$ cat src/rtl/feeder_pkg.sv
// feeder_pkg: shared state encoding and default geometry for the skewed data feeder
package feeder_pkg;
  typedef enum logic [1:0] {IDLE, STREAM, FLUSH} state_e;
  localparam int DEF_DATA_W = 8;
  localparam int DEF_DEPTH  = 7;
  localparam int DEF_LANES  = 4;
endpackage

$ cat src/rtl/lane_shift_reg.sv
// lane_shift_reg: one lane's burst store; ports clk, reset, load/load_data (parallel load), shift (drop head, pull next), head (current element)
module lane_shift_reg import feeder_pkg::*; #(
  parameter int DATA_W = DEF_DATA_W,
  parameter int DEPTH  = DEF_DEPTH
) (
  input  logic                    clk,
  input  logic                    reset,
  input  logic                    load,
  input  logic                    shift,
  input  logic [DEPTH*DATA_W-1:0] load_data,
  output logic [DATA_W-1:0]       head
);
  logic [DEPTH*DATA_W-1:0] store_q;
  always_ff @(posedge clk)
    if (reset) store_q <= '0;
    else if (load) store_q <= load_data;
    else if (shift) store_q <= store_q << DATA_W;
  assign head = store_q[DEPTH*DATA_W-1 -: DATA_W];
endmodule

$ cat src/rtl/skewed_data_feeder.sv
// skewed_data_feeder: streams a burst into LANES lanes, lane i delayed by i steps (systolic skew).
// Ports: clk, reset, load_valid/load_ready/load_data (burst in), enable (step), data_out/out_valid (per lane),
// busy, done. Define FEEDER_AUTO_RUN_EN to ignore enable and step every cycle while streaming.
module skewed_data_feeder import feeder_pkg::*; #(
  parameter int DATA_W = DEF_DATA_W,
  parameter int DEPTH  = DEF_DEPTH,
  parameter int LANES  = DEF_LANES
) (
  input  logic                          clk,
  input  logic                          reset,
  input  logic                          load_valid,
  output logic                          load_ready,
  input  logic [LANES*DEPTH*DATA_W-1:0] load_data,
  input  logic                          enable,
  output logic [LANES*DATA_W-1:0]       data_out,
  output logic [LANES-1:0]              out_valid,
  output logic                          busy,
  output logic                          done
);
  localparam int TW = $clog2(DEPTH + LANES);
  localparam int LAST = DEPTH + LANES - 2;
  state_e state_q, state_d;
  logic [TW-1:0] t_q, t_d;
  logic [LANES*DATA_W-1:0] dout_q, dout_d;
  logic [LANES-1:0] vld_q, vld_d, shift;
  logic done_q, done_d, load, step;
  logic [DATA_W-1:0] head [LANES];
  for (genvar g = 0; g < LANES; g++) begin : g_lane
    lane_shift_reg #(.DATA_W(DATA_W), .DEPTH(DEPTH)) u_lane (
      .clk      (clk),
      .reset    (reset),
      .load     (load),
      .shift    (shift[g]),
      .load_data(load_data[g*DEPTH*DATA_W +: DEPTH*DATA_W]),
      .head     (head[g])
    );
  end
`ifdef FEEDER_AUTO_RUN_EN
  logic unused_enable;
  assign unused_enable = enable;
  assign step = state_q == STREAM;
`else
  assign step = state_q == STREAM && enable;
`endif
  always_comb begin
    state_d = state_q;
    t_d = t_q;
    dout_d = dout_q;
    vld_d = vld_q;
    done_d = 1'b0;
    load = 1'b0;
    shift = '0;
    if (state_q == IDLE && load_valid) begin
      load = 1'b1;
      t_d = '0;
      dout_d = '0;
      vld_d = '0;
      state_d = STREAM;
    end else if (step) begin
      // lane i is live while 0 <= t-i < DEPTH; each live step consumes its head
      for (int i = 0; i < LANES; i++) begin
        vld_d[i] = int'(t_q) >= i && int'(t_q) - i < DEPTH;
        dout_d[i*DATA_W +: DATA_W] = vld_d[i] ? head[i] : '0;
        shift[i] = vld_d[i];
      end
      t_d = t_q + 1'b1;
      state_d = t_q == TW'(LAST) ? FLUSH : STREAM;
    end else if (state_q == FLUSH) begin
      dout_d = '0;
      vld_d = '0;
      done_d = 1'b1;
      state_d = IDLE;
    end
  end
  always_ff @(posedge clk)
    if (reset) begin
      state_q <= IDLE;
      t_q <= '0;
      dout_q <= '0;
      vld_q <= '0;
      done_q <= 1'b0;
    end else begin
      state_q <= state_d;
      t_q <= t_d;
      dout_q <= dout_d;
      vld_q <= vld_d;
      done_q <= done_d;
    end
  assign load_ready = state_q == IDLE;
  assign busy = state_q != IDLE;
  assign data_out = dout_q;
  assign out_valid = vld_q;
  assign done = done_q;
endmodule

$ cat config.mk
export PLATFORM = sky130hd
export DESIGN_NAME = skewed_data_feeder
export DESIGN_NICKNAME = d
export VERILOG_FILES = /design/src/rtl/feeder_pkg.sv /design/src/rtl/lane_shift_reg.sv /design/src/rtl/skewed_data_feeder.sv
export SDC_FILE = /design/constraint.sdc
export NUM_CORES = 1
export LEC_CHECK = 0
export ABC_CLOCK_PERIOD_IN_PS = 2500
export CELL_PAD_IN_SITES_DETAIL_PLACEMENT = 0
export CELL_PAD_IN_SITES_GLOBAL_PLACEMENT = 1
export CORE_MARGIN = 4
export CORE_UTILIZATION = 38
export CTS_BUF_LIST = sky130_fd_sc_hd__clkbuf_4 sky130_fd_sc_hd__clkbuf_8
export DETAILED_ROUTE_END_ITERATION = 10
export PLACE_DENSITY = 0.95
export RECOVER_POWER = 25
export SLEW_MARGIN = 30
export SYNTH_ARGS = -nofsm -noshare
export SYNTH_HDL_FRONTEND = slang
export SYNTH_SLANG_ARGS = --single-unit
export TNS_END_PERCENT = 20
$ cat constraint.sdc
create_clock -name clk -period 2.5 [get_ports clk]
set_input_delay 0.375 -clock clk [delete_from_list [all_inputs] [get_ports clk]]
set_output_delay 0.375 -clock clk [all_outputs]
set_load 0.005 [all_outputs]
==> summary.txt <==
Timing
  • Worst Hold Slack: 0.305 ns
  • Final worst-path cycle share: 89.4%
  • Fin crit period: 2.23 ns
  • Max Clock Skew: 0.0318 ns
  • Final setup violation count: 0
  • Max-slew violation count: 0
  • Max_slew headroom: 46.8%
  • Final Hold Fails: 0
  • RSZ-0062 raised after global routing: no
  • Total negative slack: 0 ns
  • Slew @ Worst Pin: 0.796 ns
  • Max Freq: 0.448 GHz

Setup path
  • Cells along the critical path: nor2_1 -> nand2_2 -> clkbuf_1 -> nor2_1 -> a311oi_1
  • R2R Path Start: state_q[1]
  • CP max FO: 31
  • CP max stage delay: 0.62 ns
  • Crit end category: flip-flop
  • Crit path top cell by count: nor2_1
  • R2R cell count: 5
  • WP data required: 2.93 ns
  • FF-to-FF setup slack: 0.27 ns
  • RR Endpoint: g_lane[0].u_lane.store_q[29]
  • CP Launch Type: flip-flop
  • CP max-delay cell: nand2_2
  • Critical path type: reg2reg
  • CP Data Arrival Time: 2.66 ns

CTS
  • Clock buffer depth: 3
  • # H-tree levels: 2
  • Hold_buf cts: 0
  • CTS sink cnt: 267
  • CTS-repair resized insts: 0
  • Root buf cell: clkbuf_8
  • Post-CTS Setup Bufs: 0
  • Clock Pin Slew Worst Setup and Hold Paths: 0.06 ns
  • CTS tree: built
  • Worst-Skew Late Latency: 0.54 ns
  • Number of CTS-inserted buffers: 46

Placed design
  • Final GP Congestion: 0.796
  • DP HPWL: 20800 um
  • Placed Cells: 1952
  • Placed cell area: 14300 um2
  • Port buffer count: 266

Final layout
  • Fillers: 2714
  • Fin cells: 2036
  • Multi-input logic area: 5340 um2
  • Area Overhead vs Synth: 35.2%
  • Most frequent cells in the layout: nand2_1, dfxtp_1, nor2_1, clkdlybuf4s50_1, a21oi_1
  • NumNets Final: 1849
  • Most common cell after layout, fill and taps aside: nand2_1
  • Share of layout cells above drive strength 1: 10.7%
  • Reg area: 5350 um2
  • Ant. Diodes: 0
  • Final instance area: 15300 um2

Global routing
  • Total grt overflow: 0
  • Initial antenna violation count: 2
  • First-pass GRT wire length: 51500 um
  • Largest net degree at the start of global routing: 92
  • GRT Util Overall: 18.3%
  • Vias in the first global route: 10200

Detailed routing
  • DRT iter0 DRCs: 726
  • Vias post-DR: 10500
  • Post-route ant nets: 0
  • Drt total wl: 31600 um
  • Via/cell ratio: 5.17
  • DR WL/cell: 15.5 um
  • Drt pass-1 iters: 6
  • DRC viols: 0

Die
  • DIE AREA: 32500 um2
  • Die width: 180 um
  • # rows: 62
  • Initial core utilization: 38.9%
  • Chip height: 180 um
  • I/O Pins: 267
  • Core area: 29000 um2

Pwr
  • Peak VDD IR: 0.333 mV
  • P_leak: 0.00562 uW
  • Pwr per Cell Area: 661 nW/um2

Synth
  • Cell variety after synth: 45
  • Top cells by area, synth: dfxtp_1, nand2_1, nor2_1
  • Number of synthesized flops with an enable pin: 0
  • Post-synth top area share: 47.4%
  • Syn_area_per_cell: 8.06 um2
  • Post-synthesis register bit count: 267
  • Post-Synthesis Net Count: 1634
  • Syn Inst Count: 1401
  • Synth async-reset ratio: 0%
  • Ys flop type: dfxtp_1
  • Seq/Total Area, Yosys: 47.4%
  • Synthesized cell area: 11300 um2
  • YS warnings: 0
  • Cell taking the most area after synthesis: dfxtp_1

Hold path
  • Hold crit path type: in2reg
  • Hold wc startpoint: reset
  • Hold endpoint: g_lane[3].u_lane.store_q[1]
  • WHS Path Cells: 2

Job
  • Max Cap Viol: 0

Run status
  • Outcome: complete, no violations
## synth_stat cells, types with 3 or more instances
cell and n:
dfxtp_1 267, inv_1 5, nand2_2 10, a22oi_1 32, nand3_1 33, a21oi_1 139, a211oi_2 21, nand2_1 318
ha_1 5, buf_8 3, a311oi_2 11, buf_1 5, nor2_1 235, nor2b_1 3, a311oi_1 85, buf_2 26
clkbuf_1 89, a211oi_1 75, buf_4 5, buf_6 5
## per-layer routing
layer  vias to the layer above  track usage, %  part of all wire [%]
met5                         -               0                 0.047
met4                         4            4.48                   1.9
met3                        49            4.38                   5.7
met2                       302            28.9                    46
met1                      4834            25.5                    47
li1                       5328               -                     -
## registers in the layout, summed over array words and instances, names as in the netlist
signal and count:
g_lane.u_lane.store_q 224, data_out 32, out_valid 4, t_q 4
state_q 2, done 1
## how the worst max path moves through the flow
stage / from / end / depth (start not counted)
finish: state_q[1] / g_lane[0].u_lane.store_q[29] / 5
global route: state_q[1] / g_lane[3].u_lane.store_q[9] / 5
CTS: state_q[1] / load_ready / 2
detailed placement: enable / g_lane[0].u_lane.store_q[35] / 7
global placement: enable / g_lane[0].u_lane.store_q[19] / 7
floorplan: t_q[0] / g_lane[1].u_lane.store_q[38] / 10
## cells by family after synthesis
group | share of synthesized area (%)
AO/OA/AOI/OAI | 24.3
XOR/XNOR | 0.155
buffers and inverters | 5.89
flip-flops | 47.4
adder cells (fa/ha/maj) | 0.554
AND/OR/NAND/NOR | 21.7
## per-stage QoR
| stage | total power [uW] | utilization [%] | setup WS [ns] |
|---|---|---|---|
| after floorplan | 5500 | - | 0.423 |
| after global routing | 10600 | 52.6 | 0.0501 |
| after CTS | 10200 | 52.7 | 0.152 |
| after global placement | 6120 | 49.4 | 0.332 |
| after detailed placement | 6140 | 49.4 | 0.270 |
| final | 10100 | 52.6 | 0.266 |
## cell type report
class	instances	area share [%]
clock inverter	7	0.279
multi-input combinational	994	35.0
sequential	267	35.0
inverter	6	0.148
timing repair buffer	301	20.3
clock buffer	77	6.08
tap	384	3.15
## critical path: cells and delay by family, from the launching register on
family | cells | cell delay, ns
buffers and inverters | 1 | 0.45
flip-flops | 1 | 0.49
AND/OR/NAND/NOR | 3 | 0.92
AO/OA/AOI/OAI | 1 | 0.27
## where the power goes
group          leakage (uW)  internal [uW]  switching, uW  total (uW)
clock              0.000515           2340           1710        4050
combinational       0.00291            666            655        1320
sequential          0.00220           4560            158        4720
Power figures use the tool's default switching activity.
